==> config.mk <==
export PLATFORM = sky130hd
export DESIGN_NAME = uart_rx
export DESIGN_NICKNAME = d
export VERILOG_FILES = /design/src/rtl/uart_rx.sv
export SDC_FILE = /design/constraint.sdc
export NUM_CORES = 1
export LEC_CHECK = 0
export ABC_AREA = 0
export BUFFER_PORTS_ARGS = -buffer_cell sky130_fd_sc_hd__buf_2
export CAP_MARGIN = 20
export CORE_MARGIN = 8
export CORE_UTILIZATION = 40
export CTS_CLUSTER_DIAMETER = 30
export DETAILED_ROUTE_END_ITERATION = 8
export PLACE_DENSITY = 0.65
export SYNTH_ARGS = -nofsm -noshare
export SYNTH_HDL_FRONTEND = slang
export SYNTH_SLANG_ARGS = --single-unit
==> constraint.sdc <==
create_clock -name clk -period 2.5 [get_ports clk]
set_clock_uncertainty 0.1 [all_clocks]
set_input_delay 0.75 -clock clk [delete_from_list [all_inputs] [get_ports clk]]
set_output_delay 0.75 -clock clk [all_outputs]
set_load 0.02 [all_outputs]
==> src/rtl/uart_rx.sv <==
// UART 8N1 receiver: mid-bit sampling, LSB-first byte assembly, valid/ready output register.
// Latency: rx edge to synchronizer output 2 cycles; stop-bit sample to data_valid 1 cycle.
// Backpressure: an unaccepted byte is overwritten by the next one (newest wins) with an overrun pulse.
module uart_rx #(
    parameter int CLK_HZ = 100_000_000,
    parameter int BAUD   = 9600
) (
    input  logic       clk,
    input  logic       reset_p,
    input  logic       rx,
    output logic [7:0] data_out,
    output logic       data_valid,
    input  logic       data_ready,
    output logic       rx_busy,
    output logic       frame_err,
    output logic       overrun
);

    localparam int CLKS_PER_BIT = CLK_HZ / BAUD;
    localparam int CW           = (CLKS_PER_BIT > 2) ? $clog2(CLKS_PER_BIT) : 1;
    // Full bit period and half bit period terminal counts
    localparam logic [CW-1:0] CNT_BIT  = CW'(CLKS_PER_BIT - 1);
    localparam logic [CW-1:0] CNT_HALF = CW'(CLKS_PER_BIT / 2 - 1);

    typedef enum logic [1:0] {
        IDLE  = 2'd0,
        START = 2'd1,
        DATA  = 2'd2,
        STOP  = 2'd3
    } state_t;

    state_t        state;
    logic [CW-1:0] cnt;
    logic [2:0]    idx;
    logic [7:0]    sr;
    logic          rx_m;
    logic          rx_s;
    logic          rx_s_d;

    // Two-flop synchronizer plus one delay stage for falling-edge detection; resets to idle-high
    always_ff @(posedge clk or posedge reset_p) begin
        if (reset_p) begin
            rx_m   <= 1'b1;
            rx_s   <= 1'b1;
            rx_s_d <= 1'b1;
        end else begin
            rx_m   <= rx;
            rx_s   <= rx_m;
            rx_s_d <= rx_s;
        end
    end

    // Receive FSM with registered handshake, busy and error outputs
    always_ff @(posedge clk or posedge reset_p) begin
        if (reset_p) begin
            state      <= IDLE;
            cnt        <= '0;
            idx        <= 3'd0;
            sr         <= 8'h00;
            data_out   <= 8'h00;
            data_valid <= 1'b0;
            rx_busy    <= 1'b0;
            frame_err  <= 1'b0;
            overrun    <= 1'b0;
        end else begin
            frame_err <= 1'b0;
            overrun   <= 1'b0;
            // Plain accept; a byte completing this same cycle overrides it below
            if (data_valid && data_ready) begin
                data_valid <= 1'b0;
            end
            case (state)
                IDLE: begin
                    if (rx_s_d && !rx_s) begin
                        state   <= START;
                        cnt     <= '0;
                        rx_busy <= 1'b1;
                    end
                end
                START: begin
                    if (cnt == CNT_HALF) begin
                        cnt <= '0;
                        idx <= 3'd0;
                        if (!rx_s) begin
                            state <= DATA;
                        end else begin
                            // Line back high at mid start bit: treat as a glitch
                            state   <= IDLE;
                            rx_busy <= 1'b0;
                        end
                    end else begin
                        cnt <= cnt + 1'b1;
                    end
                end
                DATA: begin
                    if (cnt == CNT_BIT) begin
                        cnt     <= '0;
                        sr[idx] <= rx_s;
                        if (idx == 3'd7) begin
                            state <= STOP;
                        end else begin
                            idx <= idx + 3'd1;
                        end
                    end else begin
                        cnt <= cnt + 1'b1;
                    end
                end
                STOP: begin
                    if (cnt == CNT_BIT) begin
                        // Back to IDLE at mid stop bit so a following start edge is not missed
                        cnt     <= '0;
                        state   <= IDLE;
                        rx_busy <= 1'b0;
                        if (rx_s) begin
                            data_out   <= sr;
                            data_valid <= 1'b1;
                            if (data_valid && !data_ready) begin
                                overrun <= 1'b1;
                            end
                        end else begin
                            frame_err <= 1'b1;
                        end
                    end else begin
                        cnt <= cnt + 1'b1;
                    end
                end
                default: begin
                    state   <= IDLE;
                    cnt     <= '0;
                    rx_busy <= 1'b0;
                end
            endcase
        end
    end

endmodule

# After elaboration in Yosys (flattened, before gate mapping)
# Cells that the tools add are included.
classes:
  add_sub_neg: 2
  magnitude_cmp: 2
  eq_ne: 13
  muxes: 34
  reduce_logical: 15
op_table:
  columns: ["op", "count"]
  rows:
  - ["14-bit two-way mux", 3]
  - ["14-bit case mux with 3 select lines", 1]
  - ["1-bit two-way mux", 16]
  - ["14-bit by 1-bit adder with 14-bit output, second input constant", 1]
  - ["14-bit by 13-bit equality test with 1-bit output, second input constant", 1]
  - ["14-bit equality test, second input constant", 1]
  - ["2-bit inequality test, second input constant", 7]
  - ["2-bit two-way mux", 6]
  - ["5-bit AND reduction", 2]
  - ["3-bit two-way mux", 3]
  - ["8-bit bitwise mux", 1]
  - ["2-bit case mux with 4 select lines", 1]
  - ["3-bit case mux with 2 select lines", 1]
  - ["2-bit equality test, second input constant", 2]
  - ["1-bit logical AND", 4]
  - ["3-bit by 4-bit < comparator with 1-bit output, second input constant", 1]
  - ["4-bit AND reduction", 1]
  - ["3-bit by 1-bit adder with 3-bit output, second input constant", 1]
  - ["1-bit demux with 3-bit select", 1]
  - ["3-bit equality test, second input constant", 1]
  - ["3-bit by 1-bit >= comparator with 1-bit output, second input constant", 1]
  - ["1-bit case mux with 3 select lines", 1]
  - ["3-bit AND reduction", 1]
  - ["3-bit nonzero test", 1]
  - ["other kinds (6)", 7]
word_totals:
  regBits: 42
  in_bits: 4
  output_inout_bits: 12
  wordCells: 78

# Logic depth before layout (Yosys ltp)
# Gate-level depths: netlist of the first run.
logic_depth:
  depth_word: 6
  depth_mapped: 7
  mapped_depth_nobuf: 6

# Least setup slack after synthesis of the first run
# Ideal clock, no wire load.
synth_path:
  path_kind: "register -> register"
  from: "register cnt[0]"
  to: "register sr[5]"
  setup_ps: 125
  arrival_ps: 1959
  required_time_ps: 2275
  slack_ps: 317
  path_stages_with_launch: 7
  n_path_buf: 0
  synth_period_minus_slack_ps: 2183
  path_cell_list: "dfrtp_1 > ha_1 > nand4bb_2 > nor4_4 > nand2_4 > nor4b_2 > mux2_2"
synth_via:
  elab_chain_len: 2
synth_rtl:
  columns: ["item", "line", "text"]
  rows:
  - ["start: declaration", "33", "logic [CW-1:0] cnt;"]
  - ["start signal: assignment", "92", "cnt <= cnt + 1'b1;"]
  - ["start signal: assignment", "105", "cnt <= cnt + 1'b1;"]
  - ["start signal: assignment", "124", "cnt <= cnt + 1'b1;"]
  - ["14-bit equality test", "96", "if (cnt == CNT_BIT) begin"]
  - ["2-bit AND reduction (no source line)", null, null]
  - ["end signal: indexed assignment", "98", "sr[idx] <= rx_s;"]
  - ["end: declaration", "35", "logic [7:0] sr;"]
# No other way between the ends.
# A chain may end at the register's enable or synchronous reset.

# Worst setup path after layout of the first run
layout_path:
  from: "register cnt[0]"
  to: "register cnt[7]"
layout_via:
  elab_chain_len: 3
  elab_cells_between_ends: 6
  cone_classes: "add/sub: 1; eq/ne: 2; mux: 3"
layout_rtl:
  columns: ["item", "line", "text"]
  rows:
  - ["14-bit by 1-bit adder with 14-bit output, or another cell as far along", "92, 105, 124", null]
  - ["14-bit two-way mux, on equally long branches", "96, 109, 81", null]
  - ["14-bit case mux with 3 select lines (*)", "72", "case (state)"]
# Every way passes the cells marked *; elsewhere a longest branch is shown, timed or not.

==> flow_metrics.tcl, run 1 <==
set metrics [dict create \
    outcome "completed" \
    finalNetCount 214 \
    peakVddDrop_uv 281 \
    grt_pass1_vias 1423 \
    fin_setup_tns_ns 0 \
    dieHeight_um 88.0 \
    cp_slowest_stage_delay_ns 0.49 \
    cts_buffers 5 \
    hold_class "flop to flop" \
    dr.pass1.iters 5 \
    hpwl_um 2610 \
    n_antenna_cell 0 \
    viasPerCell 5.38 \
    synthFlopType "dfrtp_1" \
    required_ns 2.61 \
    cp_slowest_cell "o22ai_4" \
    cts-root-buf "clkbuf_8" \
    end_kind "flop" \
    syn-num-nets 194 \
    postCtsHoldBufs 0 \
    path_clk_slew_ns 0.08 \
    fp.dieW_um 88.0 \
    grt_pass1_wl_um 6880 \
    worst-endpoint-arrival_ns 2.45 \
    synth_edf_count 0 \
    start_kind "flop" \
    final_common_cell "dfrtp_1" \
    ios 16 \
    cts_tree "built" \
    synth_cell_type_count 44 \
    critical_path.top_delay_family "compound AO/OA/AOI/OAI gates" \
    routed_wl_um 3880 \
    antenna_left 0 \
    antenna_found_initial 0 \
    ys_seq_area_frac 0.508 \
    drc 0 \
    total_power_w 0.00169 \
    fmax_mhz 427 \
    final-setup-viol-count 0 \
    crit_fanout 24 \
    syn_to_final_growth_pct 14.6 \
    vias 1497 \
    core_area_um2 5040 \
    clock-sinks 42 \
    maxCapViolations 0 \
    pwr-share-seq 0.497 \
    period_share 0.937 \
    routedWlPerCell_um 14.0 \
    gp_congestion 0.766 \
    intPower_w 0.00118 \
    dieArea_um2 7750 \
    p_leak_nw 1.14 \
    comb_power_share 0.190 \
    synthCells 187 \
    tightestPinTransition_ns 0.726 \
    power_density_nw_per_um2 710 \
    path_cells "ha_1, nand4bb_2, nor4_4, buf_4, buf_12, o22ai_4, o21ai_0, a31oi_1" \
    num_rows 26 \
    drive_above_1_share 0.308 \
    htreeDepth 2 \
    numPortBuffers 15 \
    clock_path_buffers 2 \
    ys_async_sr_fraction 1.00 \
    grtUsageTotal 0.112 \
    switchingPower_w 0.000509 \
    yosys_warnings 0 \
    finalHoldViolCount 0 \
    report.final.slew_viol_count 0 \
    power.share.clock 0.313 \
    first_iter_violations 97 \
    final_cell_mix "dfrtp_1, nand2_1, a31oi_1" \
    path_class "flop to flop" \
    path_buf_inv 2 \
    min_period_ns 2.34 \
    switching_share 0.301 \
    slew_headroom 0.512 \
    initial_core_util 0.412 \
    rsz0062_at_grt "false" \
    avgSynthCellArea_um2 11.1 \
    grt_max_degree 43 \
    insertion_delay_ns 0.29 \
    ys_ff_latch 42 \
    synth_area_um2 2080 \
    overflow 0 \
]
## routing by layer
layer,share of wire,vias up,GRT usage
met4,0.020,0,0.0553
met1,0.49,731,0.150
met2,0.46,28,0.163
li1,-,732,-
met5,0,-,0
met3,0.034,6,0.0272
## power by group through the flow
stage	clock network (W)	registers (W)	logic, W
final	0.000529	0.000840	0.000322
after global routing	0.000573	0.000853	0.000365
after CTS	0.000544	0.000839	0.000319
after detailed placement	0	0.000851	0.000319
after global placement	0	0.000847	0.000314
after floorplan	0	0.000832	0.000256
## flip-flops by register name (all words and copies together) (netlist names), named ones only
name        count
cnt            14
data_out        8
data_valid      1
frame_err       1
idx             3
overrun         1
rx_busy         1
rx_m            1
rx_s            1
rx_s_d          1
sr              8
state           1
## repair_timing
| item | CTS | global route |
|---|---|---|
| buffers inserted | 0 | 2 |
| resized for setup | 0 | 3 |
| setup endpoints to repair | 0 | 16 |
## through the flow
step / cell area (µm²) / setup slack, ns / hold WS (ns) / utilization / std cells
after floorplan: 2080 / 0.317 / 0.245 / - / 187
after CTS: 2330 / 0.0525 / 0.259 / 0.463 / 276
after detailed placement: 2220 / 0.0692 / 0.247 / 0.441 / 268
final: 2380 / 0.158 / 0.257 / 0.472 / 278
after global placement: 2220 / 0.165 / 0.246 / 0.441 / 268
after global routing: 2380 / 0.0129 / 0.268 / 0.472 / 278
## kinds of logic (layout without fill, tap and decap cells)
family,count (synthesis),in the layout,synth area share
AO/OA/AOI/OAI,38,38,0.123
multiplexers,18,18,0.101
flip-flops,42,42,0.508
AND/OR/NAND/NOR,71,71,0.213
buffers and inverters,15,36,0.0368
adder cells (fa/ha/maj),3,3,0.0181
## area by class of cell
type                    count  area, µm²
fillers                   477       2660
flip-flops and latches     42       1050
multi-input cells         130        965
repair buffers             22        140
well taps                  70       87.6
clock buffers               6       72.6
clock inverters             2       37.5
inverters                   6       22.5
## cells in the mapped netlist (all sizes together) (3+ instances only)
library cell | n | area (µm²)
dfrtp | 39 | 976
nand2 | 21 | 86.3
mux2 | 17 | 199
a31oi | 16 | 100
nor2 | 10 | 37.5
nand3 | 8 | 52.6
inv | 6 | 22.5
nor4 | 6 | 67.6
o21ai | 6 | 30.0
a21oi | 5 | 25.0
a41oi | 5 | 43.8
buf | 5 | 37.5
nor3 | 5 | 30.0
clkbuf | 4 | 16.3
nand2b | 4 | 25.0
and3 | 3 | 20.0
dfstp | 3 | 78.8
ha | 3 | 37.5
## worst paths after layout
path                          from  endpoint  slack (ns)  cells after the start
setup / recovery            cnt[0]    cnt[7]        0.16                      8
hold / removal                rx_m      rx_s        0.26                      0
setup reg to reg            cnt[0]    cnt[7]        0.16                      8
hold reg to reg               rx_m      rx_s        0.26                      0
max in group asynchronous  reset_p    rx_s_d        1.45                      3
min in group asynchronous  reset_p    cnt[9]        0.47                      3
Note: power is estimated with default switching activity, not from simulation.
==> inputs of run 2 (changes only) <==
==> config.mk (replaced) <==
export PLATFORM = sky130hd
export DESIGN_NAME = uart_rx
export DESIGN_NICKNAME = d
export VERILOG_FILES = /design/src/rtl/uart_rx.sv
export SDC_FILE = /design/constraint.sdc
export NUM_CORES = 1
export LEC_CHECK = 0
export ABC_AREA = 0
export BUFFER_PORTS_ARGS = -buffer_cell sky130_fd_sc_hd__buf_4
export CAP_MARGIN = 20
export CORE_MARGIN = 8
export CORE_UTILIZATION = 55
export CTS_CLUSTER_DIAMETER = 30
export DETAILED_ROUTE_END_ITERATION = 8
export PLACE_DENSITY = 0.82
export SYNTH_ARGS = -nofsm -noshare
export SYNTH_HDL_FRONTEND = slang
export SYNTH_SLANG_ARGS = --single-unit
==> run 2 against run 1 <==
Against the previous run: utilization rose by 17 points; power decreased by 4.7%; clock power decreased by 16%; register-to-register slack lost 0.05 ns; worst hold slack improved by 0.00090 ns; final cell count decreased by 8.3%; via count grew 3.3%; critical path depth shrank 3; fmax decreased by 2.1%; first-iteration DRC count down 5.2%; highest routed layer unchanged.
==> flow_metrics.tcl, run 2 (same netlist as run 1, synthesis figures left out) <==
set metrics [dict create \
    outcome "completed" \
    largest-register "cnt" \
    finalNetCount 213 \
    fmax_mhz 418 \
    power_density_nw_per_um2 690 \
    clock_path_buffers 2 \
    intPower_w 0.00108 \
    holdWs_ns 0.258 \
    path_buf_inv 0 \
    path_class "flop to flop" \
    critical_path.top_delay_family "simple AND/OR/NAND/NOR gates" \
    reg2reg_depth 5 \
    final_common_cell "dfrtp_1" \
    antenna_found_initial 0 \
    hpwl_um 2960 \
    fin_setup_tns_ns 0 \
    n_antenna_cell 0 \
    total_power_w 0.00161 \
    final_cell_mix "dfrtp_1, buf_4, nand2_1" \
    clock-sinks 42 \
    first_iter_violations 92 \
    numPortBuffers 15 \
    syn_to_final_growth_pct 12.6 \
    gp_congestion 0.816 \
    peakVddDrop_uv 422 \
    ios 16 \
    initial_core_util 0.571 \
    cts_buffers 5 \
    maxCapViolations 0 \
    tightestPinTransition_ns 0.734 \
    cp_slowest_cell "dfrtp_1" \
    hold_depth 0 \
    overflow 0 \
    reg_top3 "cnt x14, data_out x8, sr x8" \
    cts-root-buf "clkbuf_8" \
    fp.dieW_um 77.4 \
    crit_cells 5 \
    grt_max_degree 43 \
    report.final.slew_viol_count 0 \
    htreeDepth 2 \
    core_area_um2 3630 \
    p_leak_nw 1.12 \
    dieArea_um2 6000 \
    crit_fanout 10 \
    drc 0 \
    hold_class "flop to flop" \
    slew_headroom 0.507 \
    postCtsHoldBufs 0 \
    grt_pass1_vias 1476 \
    switchingPower_w 0.000531 \
    required_ns 2.60 \
    largest_reg_flops 14 \
    finalHoldViolCount 0 \
    pwr-share-seq 0.527 \
    power.share.clock 0.275 \
    routed_wl_um 4250 \
    start_kind "flop" \
    path_clk_slew_ns 0.09 \
    drive_above_1_share 0.300 \
    comb_power_share 0.199 \
    dr.pass1.iters 4 \
    viasPerCell 6.06 \
    cp_slowest_stage_delay_ns 0.45 \
    switching_share 0.330 \
    grt_pass1_wl_um 7100 \
    end_kind "flop" \
    vias 1546 \
    insertion_delay_ns 0.31 \
    num_rows 22 \
    routedWlPerCell_um 16.7 \
    period_share 0.957 \
    cts_tree "built" \
    path_cells "or3b_4, nor4_4, nand2_4, nor4_1, mux2_2" \
    antenna_left 0 \
    final-setup-viol-count 0 \
    grtUsageTotal 0.146 \
    fillerInstances 284 \
    min_period_ns 2.39 \
    worst-endpoint-arrival_ns 2.49 \
    dieHeight_um 77.4 \
]
run 2: layer usage:
layer  global-route usage  wire length (µm)
met5                    0                 0
met1                0.177              1840
met4               0.0736                89
met3               0.0507               272
met2                0.226              2050
run 2: final cells by class:
class	count	area [µm²]	area share
Timing Repair Buffer	21	158	0.0675
Sequential cell	42	1050	0.451
Inverter	6	22.5	0.00964
Clock buffer	5	68.8	0.0294
Clock inverter	3	21.3	0.00910
Tap cell	48	60.1	0.0257
Multi-Input combinational cell	130	952	0.407
run 2: worst paths after layout:
kind / startpoint / to / slack, ns
max: cnt[4] / sr[0] / 0.11
min: rx_m / rx_s / 0.26
max reg2reg: cnt[4] / sr[0] / 0.11
min reg2reg: rx_m / rx_s / 0.26
max in group asynchronous: reset_p / rx_m / 1.45
min in group asynchronous: reset_p / cnt[2] / 0.46
run 2: per-stage QoR:
step	setup slack [ns]	cell area [µm²]	cells	util
after floorplan	0.317	2080	187	-
after global placement	0.202	2220	245	0.612
after detailed placement	0.0269	2220	245	0.612
after CTS	0.0149	2310	253	0.637
after global routing	-0.000678	2340	255	0.643
final	0.107	2340	255	0.643
run 2: what timing repair did:
item	4_1_cts	5_1_grt
setup buffers	0	2
gates resized for setup	0	1
endpoints found under the hold margin	0	0
setup endpoints to repair	0	13
run 2: power groups by stage:
stage | Clock (W) | Sequential [W] | Combinational, W
floorplan | 0 | 0.000832 | 0.000256
global placement | 0 | 0.000850 | 0.000296
detailed placement | 0 | 0.000857 | 0.000319
CTS | 0.000450 | 0.000847 | 0.000317
global route | 0.000472 | 0.000865 | 0.000357
finish | 0.000443 | 0.000849 | 0.000320
==> inputs of run 3 (changes only) <==
--- a/config.mk
+++ b/config.mk
@@ -6,12 +6,13 @@
 export NUM_CORES = 1
 export LEC_CHECK = 0
 export ABC_AREA = 0
-export BUFFER_PORTS_ARGS = -buffer_cell sky130_fd_sc_hd__buf_4
+export BUFFER_PORTS_ARGS = -buffer_cell sky130_fd_sc_hd__buf_2
 export CAP_MARGIN = 20
 export CORE_MARGIN = 8
 export CORE_UTILIZATION = 55
 export CTS_CLUSTER_DIAMETER = 30
 export DETAILED_ROUTE_END_ITERATION = 8
+export GPL_ROUTABILITY_DRIVEN = 1
 export PLACE_DENSITY = 0.82
 export SYNTH_ARGS = -nofsm -noshare
 export SYNTH_HDL_FRONTEND = slang
==> constraint.sdc (replaced) <==
create_clock -name clk -period 2.5 [get_ports clk]
set_clock_uncertainty 0.1 [all_clocks]
set_input_delay 0.25 -clock clk [delete_from_list [all_inputs] [get_ports clk]]
set_output_delay 0.25 -clock clk [all_outputs]
set_load 0.02 [all_outputs]
==> run 3 against run 2 <==
Against the previous run: final cell count up 1.2%; first-iteration DRC count down 41%; count of clock-buffer cells in the layout unchanged; sequential share of layout area down 0.34 points; routed wire length down 9.1%; flip-flop and latch count unchanged; non-clock buffer count up 3; utilization up 0.48 points; via count down 2.5%; sequential power down 1%; fmax down 0.88%; critical path type unchanged; critical endpoint unchanged; largest power group unchanged.
==> flow_metrics.tcl, run 3 (same netlist as run 1, synthesis figures left out) <==
set metrics [dict create \
    cts_tree "built" \
    grtUsageTotal 0.130 \
    switchingPower_w 0.000508 \
    top_usage_layer "met2" \
    finalHoldViolCount 0 \
    slew_headroom 0.403 \
    postCtsSetupRepairBufs 0 \
    numPortBuffers 15 \
    path_buf_inv 0 \
    peakVddDrop_uv 501 \
    viasPerCell 5.84 \
    outcome "completed" \
    period_share 0.966 \
    gp_congestion 0.855 \
    pwr-share-seq 0.496 \
    final-setup-viol-count 0 \
    dieHeight_um 77.4 \
    first_iter_violations 54 \
    hold_depth 3 \
    comb_power_share 0.189 \
    n_antenna_cell 0 \
    core_area_um2 3630 \
    switching_share 0.300 \
    crit_fanout 10 \
    antenna_left 0 \
    total_power_w 0.00169 \
    critical_path.top_delay_family "simple AND/OR/NAND/NOR gates" \
    drc 0 \
    intPower_w 0.00118 \
    path_clk_slew_ns 0.08 \
    reg_top3 "cnt x14, data_out x8, sr x8" \
    power.share.clock 0.316 \
    pre_cts_ws_ns 0.00976 \
    htreeDepth 2 \
    met2_usage 0.198 \
    grt_max_degree 43 \
    drive_above_1_share 0.310 \
    p_leak_nw 1.15 \
    grt_pass1_wl_um 6470 \
    gr-usage-met3 0.0357 \
    syn_to_final_growth_pct 13.4 \
    setup_ws_ns 0.0862 \
    tightestPinTransition_ns 0.895 \
    required_ns 2.58 \
    holdWs_ns 0.127 \
    ios 16 \
    cts_buffers 5 \
    cts-root-buf "clkbuf_8" \
    initial_core_util 0.571 \
    end_kind "flop" \
    grt_pass1_vias 1369 \
    clock_path_buffers 2 \
    finalNetCount 216 \
    worst-endpoint-arrival_ns 2.50 \
    crit_cells 5 \
    final_common_cell "dfrtp_1" \
    final_cell_mix "dfrtp_1, nand2_1, a31oi_1" \
    largest_reg_flops 14 \
    dr.pass1.iters 4 \
    rsz0062_at_grt "true" \
    clock-sinks 42 \
    fp.dieW_um 77.4 \
    overflow 0 \
    hold_class "input port to flop" \
    path_class "flop to flop" \
    cp_slowest_stage_delay_ns 0.44 \
    fmax_mhz 414 \
    num_rows 22 \
    insertion_delay_ns 0.30 \
    antenna_found_initial 0 \
    maxCapViolations 0 \
    path_cells "or3b_4, nor4_4, nand2_4, nor4_1, mux2_2" \
    min_period_ns 2.41 \
    vias 1507 \
    report.final.slew_viol_count 0 \
    largest-register "cnt" \
    routedWlPerCell_um 15.0 \
    hpwl_um 2710 \
    dieArea_um2 6000 \
    start_kind "flop" \
    grt_use_met1 0.172 \
    routed_wl_um 3860 \
    cp_slowest_cell "dfrtp_1" \
    reg2reg_depth 5 \
    power_density_nw_per_um2 718 \
]
## run 3: worst register-to-register path: cells and delay by family, from the launching register on
kind / cells / cell delay, ns
and+or+nand+nor: 4 / 1.39
muxes: 1 / 0.38
DFF: 1 / 0.44
## run 3: area by class of cell
| class | instances | area [µm²] |
|---|---|---|
| tap | 48 | 60.1 |
| sequential | 42 | 1050 |
| timing repair buffer | 24 | 148 |
| clock inverter | 3 | 43.8 |
| fill | 297 | 1280 |
| inverter | 6 | 22.5 |
| multi-input combinational | 130 | 957 |
| clock buffer | 5 | 68.8 |
## run 3: metrics by stage
stage,cell area [µm²],util,cells,setup TNS [ns]
floorplan,2080,-,187,0
global placement,2210,0.608,248,0
detailed placement,2210,0.608,248,0
CTS,2340,0.645,258,0
global route,2350,0.648,258,-0.00430
finish,2350,0.648,258,0
## run 3: worst paths after layout
check	start	end	slack, ns
max in group asynchronous	reset_p	rx_m	1.40
max	cnt[4]	sr[0]	0.09
min reg2reg	rx_m	rx_s	0.26
min	data_ready	overrun	0.13
max reg2reg	cnt[4]	sr[0]	0.09
min in group asynchronous	reset_p	data_out[1]	0.52
## run 3: power by group through the flow
| stage | logic (W) | registers [W] | clock network (W) |
|---|---|---|---|
| after CTS | 0.000317 | 0.000836 | 0.000544 |
| after detailed placement | 0.000316 | 0.000846 | 0 |
| final | 0.000319 | 0.000838 | 0.000534 |
| after global routing | 0.000351 | 0.000850 | 0.000567 |
| after global placement | 0.000307 | 0.000846 | 0 |
| after floorplan | 0.000256 | 0.000832 | 0 |
## run 3: layer usage
layer	vias up	share of wire	routed length (µm)
met3	7	0.048	184
li1	737	-	-
met2	38	0.45	1750
met5	-	0	0
met4	0	0.014	55
met1	725	0.48	1870
## run 3: timing repair
| item | CTS | global route |
|---|---|---|
| endpoints found under the hold margin | 40 | 0 |
| resized for setup | 0 | 2 |
| endpoints found under the setup margin | 1 | 2 |
| pin swaps | 1 | 0 |
| hold buffers | 2 | 0 |
